<file path="src/rtl/muldiv_pkg.sv">
// muldiv_pkg: op and state encodings shared by the multiply/divide unit
// and whoever drives it.
//   MD_ITER    iteration count for a 32-bit operand
//   md_op_e    3-bit op code carried on the op port
//   md_state_e FSM states of the iterative unit
package muldiv_pkg;

   localparam int MD_ITER = 32;

   typedef enum logic [2:0] {
      MD_MULT  = 3'd0,
      MD_MULTU = 3'd1,
      MD_DIV   = 3'd2,
      MD_DIVU  = 3'd3,
      MD_MTHI  = 3'd4,
      MD_MTLO  = 3'd5
   } md_op_e;

   typedef enum logic [1:0] {
      ST_IDLE = 2'd0,
      ST_MUL  = 2'd1,
      ST_DIV  = 2'd2,
      ST_FIX  = 2'd3
   } md_state_e;

   // Codes 6 and 7 are undefined.
   function automatic logic md_op_valid(input logic [2:0] op);
      return op <= 3'(MD_MTLO);
   endfunction

   function automatic logic md_op_signed(input logic [2:0] op);
      return (op == 3'(MD_MULT)) || (op == 3'(MD_DIV));
   endfunction

endpackage

</file>
<file path="src/rtl/muldiv_if.sv">
// muldiv_if: issue/result bundle between the execute stage and muldiv.
//   start/op/num1/num2      issue side, driven by the pipeline (master)
//   busy/hi/lo              unit status and architectural HI/LO
//   div_by_zero/op_invalid  status flags
interface muldiv_if;
   logic        start;
   logic [2:0]  op;
   logic [31:0] num1;
   logic [31:0] num2;
   logic        busy;
   logic [31:0] hi;
   logic [31:0] lo;
   logic        div_by_zero;
   logic        op_invalid;

   modport master (
      output start, op, num1, num2,
      input  busy, hi, lo, div_by_zero, op_invalid
   );

   modport slave (
      input  start, op, num1, num2,
      output busy, hi, lo, div_by_zero, op_invalid
   );
endinterface

</file>
<file path="src/rtl/muldiv_sign_fix.sv">
// muldiv_sign_fix: conditional two's-complement negate.
//   val  operand
//   neg  1 = return -val, 0 = pass through
//   res  result, same width
// Used as abs() at accept (neg = operand sign) and as the final sign
// correction in FIX. abs(0x8000_0000) stays 0x8000_0000, which is the
// correct unsigned magnitude.
module muldiv_sign_fix #(
   parameter int W = 32
) (
   input  logic [W-1:0] val,
   input  logic         neg,
   output logic [W-1:0] res
);
   assign res = neg ? (~val + W'(1)) : val;
endmodule

</file>
<file path="src/rtl/muldiv.sv">
// muldiv: iterative multiply/divide unit owning HI/LO.
//   clk, reset_n  clock, synchronous active-low reset
//   bus           muldiv_if.slave: start/op/num1/num2 in,
//                 busy/hi/lo/div_by_zero/op_invalid out
// MULT/MULTU run a shift-add multiply, DIV/DIVU a restoring divide, both on
// operand magnitudes for ITER cycles, followed by one FIX cycle that applies
// sign correction and writes HI/LO.
module muldiv
   import muldiv_pkg::*;
#(
   parameter int ITER = MD_ITER
) (
   input  logic     clk,
   input  logic     reset_n,
   muldiv_if.slave  bus
);
   localparam int CW = $clog2(ITER);

   md_state_e   state_q, state_d;
   logic [CW-1:0] cnt_q;
   logic [63:0] acc_q;     // MUL: {partial product, multiplier}; DIV: [31:0] dividend->quotient
   logic [31:0] rem_q;     // DIV partial remainder (always < divisor, so 32 bits hold it)
   logic [31:0] opa_q;     // multiplicand or divisor magnitude
   logic [31:0] n1_q;      // raw dividend, returned as HI on divide-by-zero
   logic        neg_res_q, neg_rem_q, dz_q, is_div_q;
   logic [31:0] hi_q, lo_q;
   logic        dbz_q, inv_q;
   logic        busy;

   logic        sgn;
   logic [31:0] abs1, abs2;
   logic [32:0] mul_sum;
   logic [32:0] div_sh;
   logic        div_ge;
   logic [31:0] rem_next;
   logic [63:0] prod_fix;
   logic [31:0] quo_fix, rem_fix;

   assign sgn = md_op_signed(bus.op);

   muldiv_sign_fix #(.W(32)) u_abs1 (.val(bus.num1), .neg(sgn & bus.num1[31]), .res(abs1));
   muldiv_sign_fix #(.W(32)) u_abs2 (.val(bus.num2), .neg(sgn & bus.num2[31]), .res(abs2));
   muldiv_sign_fix #(.W(64)) u_prod (.val(acc_q),        .neg(neg_res_q), .res(prod_fix));
   muldiv_sign_fix #(.W(32)) u_quo  (.val(acc_q[31:0]),  .neg(neg_res_q), .res(quo_fix));
   muldiv_sign_fix #(.W(32)) u_rem  (.val(rem_q),        .neg(neg_rem_q), .res(rem_fix));

   // One multiplier bit per cycle: add on LSB, shift the 64-bit accumulator right.
   assign mul_sum = {1'b0, acc_q[63:32]} + {1'b0, (acc_q[0] ? opa_q : 32'd0)};

   // Restoring step: bring in next dividend bit, subtract if it fits.
   // The true difference is < divisor, so 32-bit modular subtraction is exact.
   assign div_sh   = {rem_q, acc_q[31]};
   assign div_ge   = div_sh >= {1'b0, opa_q};
   assign rem_next = div_ge ? (div_sh[31:0] - opa_q) : div_sh[31:0];

   // State register
   always_ff @(posedge clk) begin
      if (!reset_n) state_q <= ST_IDLE;
      else          state_q <= state_d;
   end

   // Next state
   always_comb begin
      state_d = state_q;
      case (state_q)
         ST_IDLE: if (bus.start) begin
            if (bus.op == 3'(MD_MULT) || bus.op == 3'(MD_MULTU)) state_d = ST_MUL;
            else if (bus.op == 3'(MD_DIV) || bus.op == 3'(MD_DIVU)) state_d = ST_DIV;
         end
         ST_MUL, ST_DIV: if (cnt_q == CW'(ITER - 1)) state_d = ST_FIX;
         ST_FIX:  state_d = ST_IDLE;
         default: state_d = ST_IDLE;
      endcase
   end

   // Outputs
   always_comb begin
      busy = (state_q != ST_IDLE);
   end

   // Datapath and architectural state
   always_ff @(posedge clk) begin
      if (!reset_n) begin
         cnt_q     <= '0;
         acc_q     <= '0;
         rem_q     <= '0;
         opa_q     <= '0;
         n1_q      <= '0;
         neg_res_q <= 1'b0;
         neg_rem_q <= 1'b0;
         dz_q      <= 1'b0;
         is_div_q  <= 1'b0;
         hi_q      <= '0;
         lo_q      <= '0;
         dbz_q     <= 1'b0;
         inv_q     <= 1'b0;
      end else begin
         inv_q <= 1'b0;
         case (state_q)
            ST_IDLE: if (bus.start) begin
               inv_q <= !md_op_valid(bus.op);
               if (md_op_valid(bus.op)) dbz_q <= 1'b0;
               cnt_q     <= '0;
               neg_res_q <= sgn & (bus.num1[31] ^ bus.num2[31]);
               neg_rem_q <= sgn & bus.num1[31];
               n1_q      <= bus.num1;
               case (bus.op)
                  3'(MD_MTHI): hi_q <= bus.num1;
                  3'(MD_MTLO): lo_q <= bus.num1;
                  3'(MD_MULT), 3'(MD_MULTU): begin
                     acc_q    <= {32'd0, abs2};
                     opa_q    <= abs1;
                     is_div_q <= 1'b0;
                  end
                  3'(MD_DIV), 3'(MD_DIVU): begin
                     acc_q    <= {32'd0, abs1};
                     opa_q    <= abs2;
                     rem_q    <= '0;
                     dz_q     <= (bus.num2 == 32'd0);
                     is_div_q <= 1'b1;
                  end
                  default: ;
               endcase
            end
            ST_MUL: begin
               acc_q <= {mul_sum, acc_q[31:1]};
               cnt_q <= cnt_q + CW'(1);
            end
            ST_DIV: begin
               acc_q[31:0] <= {acc_q[30:0], div_ge};
               rem_q       <= rem_next;
               cnt_q       <= cnt_q + CW'(1);
            end
            ST_FIX: begin
               if (!is_div_q) begin
                  hi_q <= prod_fix[63:32];
                  lo_q <= prod_fix[31:0];
               end else if (dz_q) begin
                  // Fixed result, no sign correction.
                  hi_q  <= n1_q;
                  lo_q  <= 32'hFFFF_FFFF;
                  dbz_q <= 1'b1;
               end else begin
                  hi_q <= rem_fix;
                  lo_q <= quo_fix;
               end
            end
            default: ;
         endcase
      end
   end

   assign bus.busy        = busy;
   assign bus.hi          = hi_q;
   assign bus.lo          = lo_q;
   assign bus.div_by_zero = dbz_q;
   assign bus.op_invalid  = inv_q;

endmodule

</file>
<file path="src/flat_wrapper.sv">
// flat-port wrapper written by rule: the top's interface ports become plain ports
module muldiv_flat import muldiv_pkg::*;
#(
   parameter int ITER = MD_ITER
)
  (clk, reset_n, bus_start, bus_op, bus_num1, bus_num2, bus_busy, bus_hi, bus_lo, bus_div_by_zero, bus_op_invalid);
  muldiv_if bus_i ();
  input  logic clk;
  input  logic reset_n;
  input wire logic [$bits(bus_i.start)-1:0] bus_start;
  input wire logic [$bits(bus_i.op)-1:0] bus_op;
  input wire logic [$bits(bus_i.num1)-1:0] bus_num1;
  input wire logic [$bits(bus_i.num2)-1:0] bus_num2;
  output wire logic [$bits(bus_i.busy)-1:0] bus_busy;
  output wire logic [$bits(bus_i.hi)-1:0] bus_hi;
  output wire logic [$bits(bus_i.lo)-1:0] bus_lo;
  output wire logic [$bits(bus_i.div_by_zero)-1:0] bus_div_by_zero;
  output wire logic [$bits(bus_i.op_invalid)-1:0] bus_op_invalid;
  assign bus_i.start = bus_start;
  assign bus_i.op = bus_op;
  assign bus_i.num1 = bus_num1;
  assign bus_i.num2 = bus_num2;
  assign bus_busy = bus_i.busy;
  assign bus_hi = bus_i.hi;
  assign bus_lo = bus_i.lo;
  assign bus_div_by_zero = bus_i.div_by_zero;
  assign bus_op_invalid = bus_i.op_invalid;
  muldiv #(.ITER(ITER)) u_core (.clk(clk), .reset_n(reset_n), .bus(bus_i));
endmodule
</file>
<file path="config.mk">
export PLATFORM = sky130hd
export DESIGN_NAME = muldiv_flat
export DESIGN_NICKNAME = d
export VERILOG_FILES = /design/src/rtl/muldiv_pkg.sv /design/src/rtl/muldiv_if.sv /design/src/rtl/muldiv_sign_fix.sv /design/src/rtl/muldiv.sv /design/src/flat_wrapper.sv
export SDC_FILE = /design/constraint.sdc
export NUM_CORES = 1
export LEC_CHECK = 0
export CAP_MARGIN = 20
export CORE_ASPECT_RATIO = 1.2
export CORE_UTILIZATION = 65
export DETAILED_ROUTE_END_ITERATION = 7
export PLACE_DENSITY = 0.95
export SYNTH_ARGS = -nofsm -noshare
export SYNTH_HDL_FRONTEND = slang
export SYNTH_SLANG_ARGS = --single-unit
</file>
<file path="constraint.sdc">
create_clock -name clk -period 6.2 [get_ports clk]
set_clock_uncertainty 0.15 [all_clocks]
set_input_delay 0.93 -clock clk [delete_from_list [all_inputs] [get_ports clk]]
set_output_delay 0.93 -clock clk [all_outputs]
set_load 0.01 [all_outputs]
</file>
## After elaboration in Yosys (flattened, before gate mapping)

Index checks and enable logic that the tools add are counted.
Widths: inputs -> output; s select.

- Bits in registers: 237
- Bits in latches: 0
- RAM bits: 0
- Bits in read-only memories: 0
- Output and inout port bits: 67
- Word-level logic and storage cells: 120
- Memories kept: 0

- Add/subtract/negate cells: 8
- $mul: 0
- Div/mod/pow operators: 0
- $lt $le $gt $ge: 2
- Eq/ne operators: 19
- Shifts and indexed selects: 0
- Mux-type cells: 38
- Bitwise operators: 9
- Reduce and logical (&&, ||, !) cells: 29

Operators with widths:

| kind | number |
|---|---|
| $mux 32 | 16 |
| $pmux 32 s2 | 5 |
| $add 32x1->32 const B | 4 |
| $mux 64 | 2 |
| $not 32->32 | 4 |
| $pmux 64 s2 | 1 |
| $pmux 32 s3 | 1 |
| $add 64x1->64 const B | 1 |
| $not 64->64 | 1 |
| $add 32x32->33 | 1 |
| $ge 33x32->1 | 1 |
| $logic_not 32->1 | 1 |
| $sub 32x32->32 | 1 |
| $reduce_and 3->1 | 9 |
| $reduce_bool 2->1 | 6 |
| $pmux 5 s2 | 1 |
| $mux 2 | 4 |
| $ne 2x1->1 const B | 4 |
| $ne 2x2->1 const B | 4 |
| $eq 3x2->1 const B | 2 |
| $eq 3x3->1 const B | 2 |
| $pmux 2 s3 | 1 |
| $reduce_or 2->1 | 3 |
| $add 5x1->5 const B | 1 |
| 19 further kinds | 29 |

## Logic depth before layout (Yosys ltp)

- Depth in word-level cells: 7
- Gate-level depth with buffers: 15
- Gate-level depth less buffers: 13

## By module

A second synthesis with hierarchy kept.

- Cell total of the unflattened synthesis: 2395
- Area total of the unflattened synthesis: 19249.7 µm²

Modules (own cells, without submodules):

| module | instances | cells an instance | area an instance (µm²) |
|---|---|---|---|
| muldiv | 1 | 1793 | 14492.6 |
| muldiv_sign_fix at u_core.u_abs1 ... | 4 | 99 | 777.0 |
| muldiv_sign_fix at u_core.u_prod | 1 | 206 | 1649.1 |

## Least setup slack after synthesis

No wires, ideal clock.

- Kind: input port to flip-flop
- Start point: in bus_num2[8]
- End point: reg u_core.opa_q[31]
- Library setup time: 0.070 ns
- Data arrival time: 3.339 ns
- Data required time: 5.980 ns
- Slack: 2.641 ns
- Stages on the path: 9
- Buffers on the path: 0
- Cell sequence: or4_1 or3_1 or4_1 nor3_2 nand2_1 o41ai_1 nand2_1 mux2_2 a21oi_1

- Cells in the longest elaborated chain, start to end: 4

RTL lines:

| item | line | text |
|---|---|---|
| start, declared | flat_wrapper.sv:13 | `input wire logic [$bits(bus_i.num2)-1:0] bus_num2;` |
| $not 32->32 | muldiv_sign_fix.sv:15 | `assign res = neg ? (~val + W'(1)) : val;` |
| $add 32x1->32 | muldiv_sign_fix.sv:15 |  |
| $mux 32 | muldiv_sign_fix.sv:15 |  |
| $pmux 32 s2 | muldiv.sv:107 | `case (bus.op)` |
| end signal, assigned | muldiv.sv:112 | `opa_q <= abs1;` |
| end signal, assigned | muldiv.sv:117 | `opa_q <= abs2;` |
| end, declared | muldiv.sv:23 | `logic [31:0] opa_q;` |

No other way between the ends.
A chain may end at the register's enable or synchronous reset.

## Final worst setup path

- Start point: reg u_core.acc_q[0]
- End point: reg u_core.hi_q[24], in the netlist u_core.bus.hi[24]

- Cells in the longest elaborated chain, start to end: 5

RTL lines:

| item | line | text |
|---|---|---|
| start, declared | muldiv.sv:21 | `logic [63:0] acc_q;` |
| start signal, assigned | muldiv.sv:111 | `acc_q <= {32'd0, abs2};` |
| start signal, assigned | muldiv.sv:116 | `acc_q <= {32'd0, abs1};` |
| start signal, assigned | muldiv.sv:126 | `acc_q <= {mul_sum, acc_q[31:1]};` |
| $not 64->64 | muldiv_sign_fix.sv:15 |  |
| $add 64x1->64 | muldiv_sign_fix.sv:15 |  |
| $mux 64 | muldiv_sign_fix.sv:15 |  |
| $mux 32 | muldiv.sv:135 | `if (!is_div_q) begin` |
| $pmux 32 s2 | muldiv.sv:99 | `case (state_q)` |
| end signal, assigned | muldiv.sv:108 | `3'(MD_MTHI): hi_q <= bus.num1;` |
| end signal, assigned | muldiv.sv:136 | `hi_q <= prod_fix[63:32];` |
| end signal, assigned | muldiv.sv:140 | `hi_q <= n1_q;` |
| end, declared | muldiv.sv:26 | `logic [31:0] hi_q, lo_q;` |

No other way between the ends.

==> results.md <==
* Status: finished with violations
* Failing checks: design-rule violations
* Drt pass-1 iters at 8
* Yosys reg bits at 237
* Final Hold Viols at 0
* Syn_nets at 2557
* Crit path kind: flip-flop to flip-flop
* Minimum clock period at 4.07 ns
* WL final at 63600 microns
* First-pass GRT wire length at 97700 microns
* CTS tree: done
* Non-Filler Instances at 2793
* Vias per std cell at 7.07
* Post-route DRC at 9
* Clk buf depth at 3
* Largest net degree at the start of global routing at 66
* Clock latency on the worst-skew pair at 0.56 ns
* Vias at 19700
* Final worst slack at 2.13 ns
* Power, Total at 7930 uW
* Ys async rst share at 0
* Hold Crit Class: flip-flop to flip-flop
* Synthesized area per cell at 7.33 sq um
* Dpl cells at 2739
* Top Ports at 137
* Maximum vdd drop at 0.790 mV
* Post-CTS resize count at 0
* Placer Congestion at 1.03
* Initial antenna violation count at 0
* Synth top area share at 0.269
* Worst Setup End Kind: flip-flop
* Gr ovfl total at 0
* Critical Path Fanout Max at 31
* EDFF count, synth at 0
* Unrepaired setup endpoints after global routing: false
* # diodes at 0
* Vias in the first global route at 18400
* Worst path slowest cell: and4_1
* DP HPWL at 46000 microns
* TNS Setup at 0 ns
* Clock transition at path regs at 0.06 ns
* Core ar. at 26500 sq um
* Core Util, Final at 0.757
* Port bufs at 136
* Critical path launch point type: flip-flop
* Total GRT Usage at 0.439
* Post-CTS setup buffers at 0
* Share of the yosys chip area belonging to registers at 0.269
* Synth Warn # at 0
* Share of cells above drive strength 1 at 0.0460
* Netlist cell types at 79
* Floorplan row count at 65
* Max cap viols at 0
* # setup viols final at 0
* Crit-path cells: inv_1 -> buf_4 -> ha_1 -> nand2b_1 -> nor4_2 -> and4_1 -> nand3_1 -> or3_1 -> o41ai_1 -> xor2_1 -> o21ai_0 -> and3_1
* Root Driver: clkbuf_16
* Starting density of the core at 0.666
* Max_slew headroom at 0.238
* NumNets Final at 2583
* Total CTS buffers at 28
* Die extent in x at 152 microns
* Hold Buf Count CTS at 0
* CP required at 6.50 ns
* Die height at 183 microns
* Synth area leaders: dfxtp_1 27%, a21oi_1 8.0%, nand2_1 7.1%
* Cell taking the most area after synthesis: dfxtp_1
* Area delta synth->final at 13.7%
* Drt first-iter violations at 2834
* Pwr dens at 395 nW/um^2
* Number of routed nets with antenna violations at 0
* Die area at 27800 sq um
* Final period util at 0.657
* Commonest non-fill, non-tap cell in the layout: nand2_1
* Post-DR wirelength/cell at 22.8 microns
* Post-Syn Instances at 2410
* Least-Margin Pin Slew at 1.14 ns
* Most frequent cells in the layout: 335 x nand2_1, 280 x a21oi_1, 236 x dfxtp_1, 195 x nor2_1, 179 x o21ai_0
* Final Max Slew Viols at 0
* Dominant synthesized flop cell: dfxtp_1
* Mapped Area at 17700 sq um
* Pleak at 0.00769 uW
* FMAX at 245 MHz
* Clock Sinks at 237
* Worst EP arrival at 4.38 ns
* Post-Place Setup Slack at 1.77 ns
* Worst path max stage delay at 0.50 ns
* H-tree levels at 1
==> power breakdown <==
part / leakage (uW) / total (uW) / internal [uW] / switching [uW]
sequential: 0.00193 / 2070 / 1750 / 321
combinational: 0.00525 / 4000 / 1450 / 2550
clock: 0.000513 / 1860 / 1140 / 717
==> area by class of cell <==
type                            instances  area (sq um)
Clock buffer                           37           826
Clock inverter                         15           211
Fill cell                            1988          6440
Inverter                               78           295
Multi-Input combinational cell       1926         12000
Sequential cell                       237          4750
Tap cell                              335           419
Timing Repair Buffer                  165          1610
==> critical path: cells and delay by family, from the launching register on <==
| kind | cells | cell delay [ns] |
|---|---|---|
| simple gates | 6 | 1.92 |
| compound gates | 2 | 0.47 |
| xor+xnor | 1 | 0.19 |
| fa+ha+maj | 1 | 0.31 |
| buf+inv | 2 | 0.46 |
| flops | 1 | 0.45 |
==> final timing paths <==
check	from	to	slack, ns	cells after the start
max	u_core.acc_q[0]$_SDFFE_PN0P_	u_core.bus.hi[24]$_SDFFE_PN0P_	2.13	12
min	u_core.bus.hi[31]$_SDFFE_PN0P_	u_core.bus.hi[31]$_SDFFE_PN0P_	0.28	2
max reg2reg	u_core.acc_q[0]$_SDFFE_PN0P_	u_core.bus.hi[24]$_SDFFE_PN0P_	2.13	12
min reg2reg	u_core.bus.hi[31]$_SDFFE_PN0P_	u_core.bus.hi[31]$_SDFFE_PN0P_	0.28	2
==> sequential cells by signal, indices dropped and copies added, names as in the netlist <==
name	flops
u_core.bus.div_by_zero	1
u_core.bus.hi	32
u_core.dz_q	1
u_core.bus.op_invalid	1
u_core.n1_q	32
u_core.neg_rem_q	1
u_core.rem_q	32
u_core.state_q	2
u_core.is_div_q	1
u_core.opa_q	32
u_core.cnt_q	5
u_core.bus.lo	32
u_core.acc_q	64
u_core.neg_res_q	1
==> cell usage after synthesis, drive strengths merged, types with 12 or more instances <==
master	n
nand2	336
a21oi	281
dfxtp	237
nor2	196
o21ai	182
clkbuf	147
xnor2	99
xor2	82
inv	76
ha	75
mux2i	50
nand3	49
nor3	41
o31ai	41
o211ai	37
a21o	31
o221ai	26
a211oi	25
nor4	25
a22o	24
or4	23
buf	22
or3	22
and3	21
nor2b	21
o41ai	20
and2	17
a221o	16
nand4	16
o22ai	15
a22oi	14
a221oi	13
a32oi	13
a31oi	12
==> kinds of logic after synthesis <==
kind of cell	synth area share
AO/OA/AOI/OAI	0.292
XOR/XNOR	0.0898
adder cells (fa/ha/maj)	0.0554
buffers and inverters	0.0540
flip-flops	0.269
multiplexers	0.0315
AND/OR/NAND/NOR	0.209
==> layer usage <==
layer / global-route usage / routed length [microns] / vias to the layer above / part of all wire
li1: - / - / 8786 / -
met1: 0.543 / 22700 / 8958 / 0.36
met2: 0.704 / 28100 / 1647 / 0.44
met3: 0.0760 / 8530 / 351 / 0.13
met4: 0.291 / 4240 / 0 / 0.067
met5: 0 / 0 / - / 0
==> per-stage QoR <==
step | hold WS [ns] | area (sq um)
finish | 0.285 | 20100
global route | 0.305 | 20100
floorplan | 0.281 | 17700
detailed placement | 0.283 | 19000
CTS | 0.289 | 20000
global placement | 0.275 | 19000
No activity file was read; power rests on OpenSTA's default activity.
